<file path="src/rtl/dac_fmt_pkg.sv">
// Shared constants and helpers for the DAC output formatter.
// Holds the default parameter values and the effective-shift clamp
// used by the formatter stages.
package dac_fmt_pkg;

  localparam int IN_WIDTH_DEF      = 32;
  localparam int OUT_WIDTH_DEF     = 8;
  localparam int SHIFT_WIDTH_DEF   = 5;
  localparam int BASE_SHIFT_DEF    = 12;
  localparam int OVF_CNT_WIDTH_DEF = 16;

  // Total right shift, clamped so it never exceeds the sample width.
  // The sum is done in int, so a large runtime shift cannot wrap to a small value.
  function automatic int eff_shift(input int base_shift, input int shift, input int in_width);
    int s;
    s = base_shift + shift;
    if (s > in_width - 1) begin
      s = in_width - 1;
    end
    return s;
  endfunction

endpackage

</file>
<file path="src/rtl/axis_dac_scaler_if.sv">
// AXI-Stream beat bundle (tdata/tvalid/tlast/tready) for the formatter ports.
// master drives data/valid/last and samples ready; slave is the mirror.
// WIDTH sets tdata width, so one interface serves both the wide and the narrow side.
interface axis_dac_scaler_if
  import dac_fmt_pkg::*;
#(
  parameter int WIDTH = OUT_WIDTH_DEF
);

  logic [WIDTH-1:0] tdata;
  logic             tvalid;
  logic             tlast;
  logic             tready;

  modport master (output tdata, output tvalid, output tlast, input tready);
  modport slave  (input tdata, input tvalid, input tlast, output tready);

endinterface

</file>
<file path="src/rtl/dac_sat_narrow.sv">
// Narrows a wide signed sample to the DAC width (clamp or wrap), then optional offset-binary.
// Latency: purely combinational. Backpressure: none, no handshake.
// Ports: y (wide signed), sat_en, offset_bin -> tdata (narrow), ovf (y out of narrow range).
module dac_sat_narrow
  import dac_fmt_pkg::*;
#(
  parameter int Y_WIDTH   = IN_WIDTH_DEF + 1,
  parameter int OUT_WIDTH = OUT_WIDTH_DEF
) (
  input  logic signed [Y_WIDTH-1:0]   y,
  input  logic                        sat_en,
  input  logic                        offset_bin,
  output logic        [OUT_WIDTH-1:0] tdata,
  output logic                        ovf
);

  // y fits in OUT_WIDTH signed bits exactly when every bit from the narrow
  // sign bit upward is a copy of the sign.
  logic [Y_WIDTH-OUT_WIDTH:0] hi;
  logic [OUT_WIDTH-1:0]       narrowed;

  always_comb begin
    hi       = y[Y_WIDTH-1:OUT_WIDTH-1];
    ovf      = !((&hi) || !(|hi));
    narrowed = y[OUT_WIDTH-1:0];
    if (ovf && sat_en) begin
      narrowed = y[Y_WIDTH-1] ? {1'b1, {(OUT_WIDTH-1){1'b0}}}
                              : {1'b0, {(OUT_WIDTH-1){1'b1}}};
    end
    tdata = {narrowed[OUT_WIDTH-1] ^ offset_bin, narrowed[OUT_WIDTH-2:0]};
  end

endmodule

</file>
<file path="src/rtl/axis_dac_scaler.sv">
// AXI-Stream formatter: signed arithmetic right shift (floor or round-half-up), narrow, offset-binary.
// Latency 2 cycles from accept to m00 valid; 1 beat/cycle when downstream is ready.
// Backpressure: two-stage elastic pipe, s00 tready drops only when both stages hold data and m00 stalls.
// Ports: s00_axis (wide in), m00_axis (narrow out), per-beat controls shift/round_en/sat_en/offset_bin,
//        overflow stats ovf_count/ovf_sticky with clr_ovf.
module axis_dac_scaler
  import dac_fmt_pkg::*;
#(
  parameter int IN_WIDTH      = IN_WIDTH_DEF,
  parameter int OUT_WIDTH     = OUT_WIDTH_DEF,
  parameter int SHIFT_WIDTH   = SHIFT_WIDTH_DEF,
  parameter int BASE_SHIFT    = BASE_SHIFT_DEF,
  parameter int OVF_CNT_WIDTH = OVF_CNT_WIDTH_DEF
) (
  input  logic                     s00_axis_aclk,
  input  logic                     s00_axis_aresetn,
  axis_dac_scaler_if.slave         s00_axis,
  axis_dac_scaler_if.master        m00_axis,
  input  logic [SHIFT_WIDTH-1:0]   shift,
  input  logic                     round_en,
  input  logic                     sat_en,
  input  logic                     offset_bin,
  input  logic                     clr_ovf,
  output logic [OVF_CNT_WIDTH-1:0] ovf_count,
  output logic                     ovf_sticky
);

  // One guard bit on top of the input so the rounding add cannot overflow.
  localparam int Y_WIDTH  = IN_WIDTH + 1;
  localparam int SH_WIDTH = $clog2(IN_WIDTH) + 1;
  localparam logic [OVF_CNT_WIDTH-1:0] CNT_MAX = '1;

  logic adv1;
  logic adv2;
  logic load2;

  // Stage 1: shifted sample plus the per-beat controls stage 2 still needs.
  logic                      v1;
  logic signed [Y_WIDTH-1:0] y1;
  logic                      last1;
  logic                      sat1;
  logic                      ob1;

  // Stage 2: formatted output beat.
  logic                 v2;
  logic [OUT_WIDTH-1:0] dat2;
  logic                 last2;

  logic [SH_WIDTH-1:0]       s_eff;
  logic signed [Y_WIDTH-1:0] x_ext;
  logic signed [Y_WIDTH-1:0] rnd_add;
  logic signed [Y_WIDTH-1:0] sum;
  logic signed [Y_WIDTH-1:0] y_next;

  logic [OUT_WIDTH-1:0] narrow_dat;
  logic                 narrow_ovf;

  // A stage may load when it is empty or when its content moves on this cycle.
  assign adv2  = !v2 || m00_axis.tready;
  assign adv1  = !v1 || adv2;
  assign load2 = adv2 && v1;

  assign s00_axis.tready = adv1;

  always_comb begin
    s_eff   = SH_WIDTH'(eff_shift(BASE_SHIFT, int'(shift), IN_WIDTH));
    x_ext   = {s00_axis.tdata[IN_WIDTH-1], s00_axis.tdata};
    rnd_add = '0;
    // Adding half an LSB of the result before flooring gives round-half-up.
    if (round_en && (s_eff != '0)) begin
      rnd_add = Y_WIDTH'(1) << (s_eff - SH_WIDTH'(1));
    end
    sum    = x_ext + rnd_add;
    y_next = sum >>> s_eff;
  end

  always_ff @(posedge s00_axis_aclk or negedge s00_axis_aresetn) begin
    if (!s00_axis_aresetn) begin
      v1    <= 1'b0;
      y1    <= '0;
      last1 <= 1'b0;
      sat1  <= 1'b0;
      ob1   <= 1'b0;
    end else if (adv1) begin
      v1 <= s00_axis.tvalid;
      // Only capture on a real beat so the stage holds clean data while idle.
      if (s00_axis.tvalid) begin
        y1    <= y_next;
        last1 <= s00_axis.tlast;
        sat1  <= sat_en;
        ob1   <= offset_bin;
      end
    end
  end

  dac_sat_narrow #(
    .Y_WIDTH   (Y_WIDTH),
    .OUT_WIDTH (OUT_WIDTH)
  ) u_narrow (
    .y          (y1),
    .sat_en     (sat1),
    .offset_bin (ob1),
    .tdata      (narrow_dat),
    .ovf        (narrow_ovf)
  );

  always_ff @(posedge s00_axis_aclk or negedge s00_axis_aresetn) begin
    if (!s00_axis_aresetn) begin
      v2    <= 1'b0;
      dat2  <= '0;
      last2 <= 1'b0;
    end else if (adv2) begin
      v2 <= v1;
      if (v1) begin
        dat2  <= narrow_dat;
        last2 <= last1;
      end
    end
  end

  // Stats count beats as they enter stage 2; a clear takes priority.
  always_ff @(posedge s00_axis_aclk or negedge s00_axis_aresetn) begin
    if (!s00_axis_aresetn) begin
      ovf_count  <= '0;
      ovf_sticky <= 1'b0;
    end else if (clr_ovf) begin
      ovf_count  <= '0;
      ovf_sticky <= 1'b0;
    end else if (load2 && narrow_ovf) begin
      ovf_sticky <= 1'b1;
      if (ovf_count != CNT_MAX) begin
        ovf_count <= ovf_count + 1'b1;
      end
    end
  end

  assign m00_axis.tvalid = v2;
  assign m00_axis.tdata  = dat2;
  assign m00_axis.tlast  = last2;

endmodule

</file>
<file path="src/flat_wrapper.sv">
// flat-port wrapper written by rule: the top's interface ports become plain ports
module axis_dac_scaler_flat import dac_fmt_pkg::*;
#(
  parameter int IN_WIDTH      = IN_WIDTH_DEF,
  parameter int OUT_WIDTH     = OUT_WIDTH_DEF,
  parameter int SHIFT_WIDTH   = SHIFT_WIDTH_DEF,
  parameter int BASE_SHIFT    = BASE_SHIFT_DEF,
  parameter int OVF_CNT_WIDTH = OVF_CNT_WIDTH_DEF
)
  (s00_axis_aclk, s00_axis_aresetn, shift, round_en, sat_en, offset_bin, clr_ovf, ovf_count, ovf_sticky, s00_axis_tdata, s00_axis_tvalid, s00_axis_tlast, s00_axis_tready, m00_axis_tdata, m00_axis_tvalid, m00_axis_tlast, m00_axis_tready);
  axis_dac_scaler_if #(.WIDTH(32)) s00_axis_i ();
  axis_dac_scaler_if #(.WIDTH(8)) m00_axis_i ();
  input  logic s00_axis_aclk;
  input  logic s00_axis_aresetn;
  input  logic [SHIFT_WIDTH-1:0] shift;
  input  logic round_en;
  input  logic sat_en;
  input  logic offset_bin;
  input  logic clr_ovf;
  output logic [OVF_CNT_WIDTH-1:0] ovf_count;
  output logic ovf_sticky;
  input wire logic [$bits(s00_axis_i.tdata)-1:0] s00_axis_tdata;
  input wire logic [$bits(s00_axis_i.tvalid)-1:0] s00_axis_tvalid;
  input wire logic [$bits(s00_axis_i.tlast)-1:0] s00_axis_tlast;
  output wire logic [$bits(s00_axis_i.tready)-1:0] s00_axis_tready;
  output wire logic [$bits(m00_axis_i.tdata)-1:0] m00_axis_tdata;
  output wire logic [$bits(m00_axis_i.tvalid)-1:0] m00_axis_tvalid;
  output wire logic [$bits(m00_axis_i.tlast)-1:0] m00_axis_tlast;
  input wire logic [$bits(m00_axis_i.tready)-1:0] m00_axis_tready;
  assign s00_axis_i.tdata = s00_axis_tdata;
  assign s00_axis_i.tvalid = s00_axis_tvalid;
  assign s00_axis_i.tlast = s00_axis_tlast;
  assign s00_axis_tready = s00_axis_i.tready;
  assign m00_axis_tdata = m00_axis_i.tdata;
  assign m00_axis_tvalid = m00_axis_i.tvalid;
  assign m00_axis_tlast = m00_axis_i.tlast;
  assign m00_axis_i.tready = m00_axis_tready;
  axis_dac_scaler #(.IN_WIDTH(IN_WIDTH), .OUT_WIDTH(OUT_WIDTH), .SHIFT_WIDTH(SHIFT_WIDTH), .BASE_SHIFT(BASE_SHIFT), .OVF_CNT_WIDTH(OVF_CNT_WIDTH)) u_core (.s00_axis_aclk(s00_axis_aclk), .s00_axis_aresetn(s00_axis_aresetn), .s00_axis(s00_axis_i), .m00_axis(m00_axis_i), .shift(shift), .round_en(round_en), .sat_en(sat_en), .offset_bin(offset_bin), .clr_ovf(clr_ovf), .ovf_count(ovf_count), .ovf_sticky(ovf_sticky));
endmodule
</file>
<file path="config.mk">
export PLATFORM = sky130hd
export DESIGN_NAME = axis_dac_scaler_flat
export DESIGN_NICKNAME = d
export VERILOG_FILES = /design/src/rtl/dac_fmt_pkg.sv /design/src/rtl/axis_dac_scaler_if.sv /design/src/rtl/dac_sat_narrow.sv /design/src/rtl/axis_dac_scaler.sv /design/src/flat_wrapper.sv
export SDC_FILE = /design/constraint.sdc
export NUM_CORES = 1
export LEC_CHECK = 0
export CAP_MARGIN = 10
export CORE_MARGIN = 5
export CORE_UTILIZATION = 60
export DETAILED_ROUTE_END_ITERATION = 8
export PLACE_DENSITY_LB_ADDON = 0.3
export SYNTH_ARGS = -nofsm -noshare
export SYNTH_HDL_FRONTEND = slang
export SYNTH_SLANG_ARGS = --single-unit
</file>
<file path="constraint.sdc">
create_clock -name s00_axis_aclk -period 3.2 [get_ports s00_axis_aclk]
set_clock_uncertainty 0.2 [all_clocks]
set_input_delay 0.48 -clock s00_axis_aclk [delete_from_list [all_inputs] [get_ports s00_axis_aclk]]
set_output_delay 0.48 -clock s00_axis_aclk [all_outputs]
set_load 0.005 [all_outputs]
</file>
==> flow_summary_export.csv, run 1 <==
group,metric,value,unit
floorplanning,io_pins,74,
cts,numCtsBuffers,9,
placed_design,routabilityCongestion,0.9857,
floorplanning,die_w,124.0,um
placed_design,dp.cells,1490,
grt,first_global_vias,14150,
placed_design,portBuffers,73,
synthesis,synth_edf_count,0,
floorplanning,initial_core_util,61.55,%
synthesis,netlist_area,7799,um^2
synthesis,syn_area_per_cell,7.557,um^2
synthesis,synth-seq-area-share,20.54,%
synthesis,synthTopCellsByArea,"dfrtp_1 21%, nor2_1 5.5%, ha_1 5.5%, nand2_1 5.3%, mux2i_1 5.0%",
synthesis,synth_ff_type,"dfrtp_1",
status,lastStage,"5_1_grt",
status,stop_error,"[ERROR GRT-0116] Global routing finished with congestion. Check the congestion regions in the DRC Viewer.",
status,outcome,"did not finish",
floorplanning,fp-row-count,41,
cts,holdBufCountCts,0,
grt,grt_usage,70.90,%
synthesis,ys_ff_latch,64,
grt,grt_pass1_wl,82.64,mm
grt,grt_overflow_total,8,
placed_design,placed_area,10640,um^2
cts,clk_path_buf_depth,2,
placed_design,dp_hpwl,24.33,mm
synthesis,synth_top_area_cell,"dfrtp_1",
synthesis,async_flop_share,100.0,%
synthesis,synthDominantCellAreaShare,20.54,%
floorplanning,die_h,124.0,um
synthesis,yosysUniqueCellTypes,95,
grt,grt_max_degree,34,
synthesis,syn_nets,1113,
cts,htree_levels,3,
synthesis,syn_inst,1032,
cts,cts-root-buf,"clkbuf_16",
synthesis,yosys_warnings,0,
cts,clock_sinks,64,
[synth_stat cells (12+ instances only)]
cell type	n
nor2_1	114
nor4_1	16
a211oi_1	13
nand4_1	26
nor3_1	46
ha_1	34
dfrtp_1	64
a21o_1	17
a21oi_1	75
xnor2_1	23
nand3_1	28
xor2_1	17
o21ai_0	56
a31oi_1	12
o21a_1	13
clkbuf_1	46
mux2i_1	39
o211ai_1	27
or3_1	13
nand2_1	110
nand2b_1	12
[timing repair]
action,CTS
setup endpoints to repair,33
pin swaps,87
resized for setup,211
buffers inserted,33
[layer usage]
layer | global-route usage [%] | GRT overflow
met1 | 69.76 | 0
met2 | 87.23 | 3
met3 | 55.68 | 0
met4 | 74.20 | 5
met5 | 16.67 | 0
[metrics by stage]
| stage | setup slack [ns] | hold slack (ns) | util, % |
|---|---|---|---|
| after floorplan | -1.940 | -0.01559 | - |
| after global placement | -2.640 | 0.2607 | 83.94 |
| after detailed placement | -2.808 | 0.2744 | 83.94 |
| after CTS | -1.522 | 0.03575 | 95.82 |
[cells by family after synthesis]
| logic type | count (synthesis) | share of synthesized area, % |
|---|---|---|
| flip-flops | 64 | 20.54 |
| AND/OR/NAND/NOR | 412 | 25.14 |
| other | 1 | 0.04808 |
| AO/OA/AOI/OAI | 350 | 32.30 |
| XOR/XNOR | 41 | 4.701 |
| multiplexers | 49 | 6.594 |
| adder cells (fa/ha/maj) | 35 | 5.712 |
| buffers and inverters | 80 | 4.974 |
==> run 2, diff against run 1 <==
--- a/config.mk
+++ b/config.mk
@@ -7,9 +7,9 @@
 export LEC_CHECK = 0
 export CAP_MARGIN = 10
 export CORE_MARGIN = 5
-export CORE_UTILIZATION = 60
+export CORE_UTILIZATION = 40
 export DETAILED_ROUTE_END_ITERATION = 8
-export PLACE_DENSITY_LB_ADDON = 0.3
+export PLACE_DENSITY_LB_ADDON = 0.15
 export SYNTH_ARGS = -nofsm -noshare
 export SYNTH_HDL_FRONTEND = slang
 export SYNTH_SLANG_ARGS = --single-unit
==> run 2 against run 1 <==
Against the previous run:
- the flow now finishes, with violations (negative setup slack)
- area after synthesis is the same
- synthesized cell count is the same
==> flow_summary_export.csv, run 2 <==
group,metric,value,unit
critical_path,crit_type,"input port to flip-flop",
placed_design,pre_cts_slack,-2.785,ns
drt,via_per_inst,5.912,
grt,antenna_found_initial,0,
cts,clock_sinks,64,
critical_path,crit_path_start_kind,"input port",
grt,grt_overflow_total,0,
synthesis,yosysUniqueCellTypes,95,
placed_design,dp_hpwl,24.60,mm
power,leakage,5.373,nW
worst_hold_path,min_path_type,"flip-flop to flip-flop",
floorplanning,die_w,149.6,um
floorplanning,die_h,149.6,um
drt,first_iter_violations,718,
layout,drive_gt1_share,41.93,%
synthesis,syn_nets,1113,
status,violations,"negative setup slack",
placed_design,portBuffers,73,
cts,clk_path_buf_depth,2,
sta,worstMarginPinSlew,0.9107,ns
synthesis,syn_inst,1032,
synthesis,netlist_area,7799,um^2
cts,clk_pin_slew_worst_paths,0.06,ns
cts,cts_tree,"built",
sta,slew_viol_final,0,
sta,maxSlewHeadroom,39.06,%
grt,grt_usage,27.12,%
layout,layoutNonFillerInstCount,1653,
synthesis,synthTopCellsByArea,"dfrtp_1 21%, nor2_1 5.5%, ha_1 5.5%, nand2_1 5.3%, mux2i_1 5.0%",
synthesis,synthDominantCellAreaShare,20.54,%
cts,clk_latency,0.33,ns
power,p_per_area,312.0,nW/um^2
critical_path,cp_max_fo,6,
synthesis,async_flop_share,100.0,%
synthesis,synth_most_common_cell,"nor2_1",
floorplanning,core_area,19330,um^2
power,ir_drop,0.0002558,V
sta,rsz0062_at_grt,"yes",
synthesis,synth_top_area_cell,"dfrtp_1",
cts,numCtsBuffers,9,
floorplanning,io_pins,74,
layout,regMostFlops,"u_core.y1",
status,outcome,"finished, violations left",
cts,cts-root-buf,"clkbuf_16",
drt,wl_per_cell,19.39,um
drt,ant_nets,0,
layout,n_antenna_cell,0,
run,cap_violations,0,
sta,fin_ws,-1.660,ns
floorplanning,initial_core_util,40.34,%
synthesis,synth-seq-area-share,20.54,%
sta,period_share,151.9,%
sta,hold_viol,0,
placed_design,dp.cells,1598,
layout,final_cell_mix,"307 x buf_4, 100 x nand2_1, 92 x nor2_1, 67 x clkdlybuf4s50_1, 64 x dfrtp_1",
cts,htree_levels,3,
critical_path,arrival,4.93,ns
floorplanning,die_area,22390,um^2
grt,first_global_vias,9305,
layout,nets,1464,
layout,layout_commonest_cell,"buf_4",
grt,grt_max_degree,65,
drt,drc_errors,0,
floorplanning,fp-row-count,51,
placed_design,routabilityCongestion,0.9593,
drt,dr.pass1.iters,5,
sta,final.min_clock_period,4.860,ns
synthesis,syn_area_per_cell,7.557,um^2
sta,setup-violations-final,33,
power,power.total,3.987,mW
synthesis,synth_ff_type,"dfrtp_1",
grt,grt_pass1_wl,48.61,mm
synthesis,yosys-top-cells-count,"114 x nor2_1, 110 x nand2_1, 75 x a21oi_1, 64 x dfrtp_1, 56 x o21ai_0",
sta,fmax,205.8,MHz
synthesis,synth_edf_count,0,
drt,vias,9772,
synthesis,ys_ff_latch,64,
synthesis,yosys_warnings,0,
critical_path,worstSetupEndpointType,"flip-flop",
layout,syn2layout_area_growth,63.87,%
layout,largest_reg_flops,33,
critical_path,cp.required,3.27,ns
drt,routed_wl,32.05,mm
## run 2: cell counts after synthesis
Identical to the previous run, type by type.
## run 2: where the power goes
| group | total (mW) | switching, mW | internal (mW) |
|---|---|---|---|
| Combinational | 1.78 | 0.917 | 0.864 |
| Clock | 1.16 | 0.371 | 0.786 |
| Sequential | 1.05 | 0.105 | 0.945 |
## run 2: per-layer routing
layer	vias to the layer above	GRT usage [%]	routed length, um
li1	4625	-	-
met1	4656	34.94	13570
met2	395	46.09	15320
met3	96	2.604	1797
met4	0	12.13	1361
met5	-	0	0
## run 2: cell families (layout without fill, tap and decap cells)
kind of cell	count (synthesis)	after routing	share of synthesized area [%]
adder cells (fa/ha/maj)	35	35	5.712
multiplexers	49	49	6.594
flip-flops	64	64	20.54
AND/OR/NAND/NOR	412	412	25.14
other	1	1	0.04808
XOR/XNOR	41	41	4.701
buffers and inverters	80	436	4.974
AO/OA/AOI/OAI	350	350	32.30
## run 2: stage by stage
step | hold WS [ns] | area (um^2) | setup TNS (ns) | utilization [%]
global placement | 0.2624 | 10880 | -85.62 | 56.26
global route | 0.3109 | 12780 | -53.21 | 66.10
floorplan | -0.01559 | 7956 | -58.34 | -
finish | 0.2729 | 12780 | -49.56 | 66.10
detailed placement | 0.2664 | 10880 | -85.47 | 56.26
CTS | 0.2785 | 12050 | -48.02 | 62.31
## run 2: final cells by class
type / count / area, um^2
Clock buffer: 10 / 239.0
Clock inverter: 6 / 115.1
Fill cell: 1621 / 6555
Inverter: 11 / 41.29
Multi-Input combinational cell: 888 / 7067
Sequential cell: 64 / 1602
Tap cell: 265 / 331.6
Timing Repair Buffer: 409 / 3385
## run 2: timing repair
item,in CTS,in global routing
setup buffers,22,23
hold endpoints to repair,64,0
pin swaps,61,62
hold buffers,1,0
resized for setup,153,122
endpoints found under the setup margin,33,33
## run 2: critical path, cell delays in order
cell and delay, ns:
buf_8 0.10, buf_6 0.10, o21a_4 0.23, nor2_4 0.15, nand2_4 0.09, nor2_4 0.11
xnor2_2 0.13, buf_6 0.17, nand2_4 0.08, buf_6 0.16, nor4_4 0.33, ha_4 0.23
nand4_1 0.14, nor2_2 0.16, nand4_1 0.16, buf_4 0.22, a2111oi_4 0.49, nor2_4 0.12
xnor2_2 0.24, nor2_1 0.10, or4_4 0.49, a22oi_2 0.27, a221o_1 0.19
## run 2: worst paths after layout
check / start / to / slack [ns] / cells after the start
max reg2reg: u_core.y1[32] / u_core.ovf_count[9] / 0.58 / 9
max in group asynchronous: s00_axis_aresetn / u_core.ovf_count[4] / 2.01 / 3
min reg2reg: u_core.last1 / u_core.last1 / 0.27 / 2
min in group asynchronous: s00_axis_aresetn / u_core.y1[26] / 0.49 / 3
min: u_core.last1 / u_core.last1 / 0.27 / 2
max: shift[3] / u_core.y1[20] / -1.66 / 23
Note: power is estimated with default switching activity, not from simulation.
==> run 3, diff against run 2 <==
--- a/config.mk
+++ b/config.mk
@@ -6,8 +6,9 @@
 export NUM_CORES = 1
 export LEC_CHECK = 0
 export CAP_MARGIN = 10
+export CORE_ASPECT_RATIO = 0.7
 export CORE_MARGIN = 5
-export CORE_UTILIZATION = 40
+export CORE_UTILIZATION = 45
 export DETAILED_ROUTE_END_ITERATION = 8
 export PLACE_DENSITY_LB_ADDON = 0.15
 export SYNTH_ARGS = -nofsm -noshare
==> run 3 against run 2 <==
Against the previous run:
- via count up 5.1%
- largest power group unchanged
- final area down 0.74%
- flip-flop and latch count unchanged
- die area down 10%
- the flow still finishes with violations (negative setup slack)
- non-clock buffer count up 16
- first-iteration DRC count up 98%
==> flow_summary_export.csv, run 3 (synthesized netlist as in run 2, its figures left out) <==
group,metric,value,unit
cts,cts-root-buf,"clkbuf_16",
drt,dr.pass1.iters,5,
status,violations,"negative setup slack",
worst_hold_path,min_path_type,"input port to async pin",
floorplanning,core_area,17070,um^2
layout,layout_commonest_cell,"buf_4",
floorplanning,io_pins,74,
grt,antenna_found_initial,0,
critical_path,worst-path-buf-inv,8,
floorplanning,die_area,20100,um^2
critical_path,cp.required,3.21,ns
sta,fin_ws,-1.788,ns
sta,setup-violations-final,33,
drt,wl_per_cell,20.96,um
critical_path,arrival,5.00,ns
critical_path,crit_family,"compound AO/OA/AOI/OAI gates",
sta,maxSlewHeadroom,45.13,%
critical_path,reg2reg_from,"u_core.y1[26]",
cts,numCtsBuffers,9,
cts,clk_latency,0.33,ns
critical_path,crit_type,"input port to flip-flop",
drt,routed_wl,34.27,mm
layout,drive_gt1_share,40.60,%
sta,final.min_clock_period,4.988,ns
drt,drc_errors,0,
grt,grt_pass1_wl,52.06,mm
floorplanning,fp-row-count,40,
cts,cts_tree,"built",
placed_design,routabilityCongestion,1.013,
critical_path,cp_max_fo,11,
critical_path,crit_start,"shift[2]",
placed_design,dp_hpwl,25.65,mm
grt,grt_overflow_total,0,
layout,layoutNonFillerInstCount,1635,
drt,via_per_inst,6.284,
drt,first_iter_violations,1419,
critical_path,critPathSlowestCell,"a2111oi_4",
drt,ant_nets,0,
floorplanning,initial_core_util,45.70,%
sta,period_share,155.9,%
power,ir_drop,0.0003236,V
sta,fmax,200.5,MHz
sta,rsz0062_at_grt,"yes",
power,p_per_area,298.5,nW/um^2
cts,clk_pin_slew_worst_paths,0.05,ns
layout,final_cell_mix,"319 x buf_4, 102 x nand2_1, 94 x nor2_1, 67 x clkdlybuf4s50_1, 64 x dfrtp_1",
critical_path,cpMostUsedCell,"buf_4",
layout,nets,1480,
floorplanning,die_h,120.1,um
sta,worstMarginPinSlew,0.8231,ns
status,outcome,"finished, violations left",
sta,slew_viol_final,0,
run,cap_violations,0,
critical_path,worstSetupEndpointType,"flip-flop",
power,leakage,5.403,nW
critical_path,slowest_delay,0.38,ns
cts,clk_path_buf_depth,2,
layout,syn2layout_area_growth,62.65,%
drt,vias,10280,
power,power.total,3.786,mW
grt,grt_usage,31.93,%
sta,hold_viol,0,
critical_path,crit_path_start_kind,"input port",
grt,grt_max_degree,65,
cts,clock_sinks,64,
floorplanning,die_w,167.3,um
grt,first_global_vias,9484,
layout,regMostFlops,"u_core.y1",
layout,largest_reg_flops,33,
critical_path,worstPathCellList,"buf_6 -> buf_6 -> o21a_4 -> nor2_4 -> nand2_4 -> buf_4 -> buf_4 -> o211ai_1 -> buf_12 -> nor3_2 -> ha_1 -> buf_4 -> a21oi_1 -> o21ai_1 -> nor2_1 -> a31oi_4 -> a311oi_4 -> buf_4 -> xnor2_4 -> a2111oi_4 -> buf_4 -> a21oi_2 -> or3_1 -> a32o_2",
cts,htree_levels,3,
placed_design,dp.cells,1572,
layout,n_antenna_cell,0,
placed_design,portBuffers,73,
-- run 3: cell types whose count changed in the layout (fill, tap and decap cells not counted), sizes merged --
cell and delta:
bufinv -3, buf +16, dlygate4sd3 -1, clkbuf +1, clkinv +4, inv -1
-- run 3: power breakdown --
group          internal, mW  switching [mW]
logic                 0.876           0.964
clock network         0.519           0.357
registers             0.945           0.126
-- run 3: worst reg2reg max path: cells and delay by family, from the launching register on --
family,cells,cell delay (ns)
XOR/XNOR,1,0.14
AO/OA/AOI/OAI,3,0.94
AND/OR/NAND/NOR,5,1.11
flip-flops,1,0.40
-- run 3: path summary, 6_finish.rpt --
kind,to,slack (ns),cells past startpoint
worst max-delay path,u_core.y1[21],-1.79,24
worst min-delay path,u_core.ovf_count[11],0.11,2
worst max register to register,u_core.ovf_count[10],0.30,9
worst min register to register,u_core.m00_axis.tdata[5],0.28,2
max in group asynchronous,u_core.y1[8],2.13,2
min in group s00_axis_aclk,u_core.m00_axis.tdata[5],0.28,2
-- run 3: timing repair --
action	4_1_cts	5_1_grt
buffers inserted	33	19
pin swaps	74	66
hold buffers	0	0
gates resized for setup	184	72
setup endpoints to repair	33	33
-- run 3: metal layers --
metal  global-route usage [%]  up-vias  wire (um)
li1                         -     4656          -
met3                    9.253       50       4819
met2                    45.42      662      14250
met1                    48.79     4907      14760
met4                    3.852        0        446
met5                        0        -          0
-- run 3: final cells by class --
type | count | area (um^2)
inverter | 11 | 43.79
clock inverter | 6 | 36.28
clock buffer | 10 | 229.0
sequential | 64 | 1602
tap | 231 | 289.0
fill | 1303 | 4382
timing repair buffer | 425 | 3526
multi-input combinational | 888 | 6959
-- run 3: stage by stage --
| stage | hold slack, ns | area, um^2 | util [%] | setup slack [ns] | setup TNS [ns] |
|---|---|---|---|---|---|
| global placement | 0.2575 | 10900 | 63.84 | -2.868 | -85.97 |
| floorplan | -0.01559 | 7956 | - | -1.940 | -58.34 |
| detailed placement | 0.2728 | 10900 | 63.84 | -2.957 | -87.50 |
| CTS | 0.1531 | 12210 | 71.55 | -1.759 | -51.45 |
| global route | 0.2127 | 12680 | 74.33 | -1.943 | -58.31 |
| finish | 0.1108 | 12680 | 74.33 | -1.788 | -54.11 |
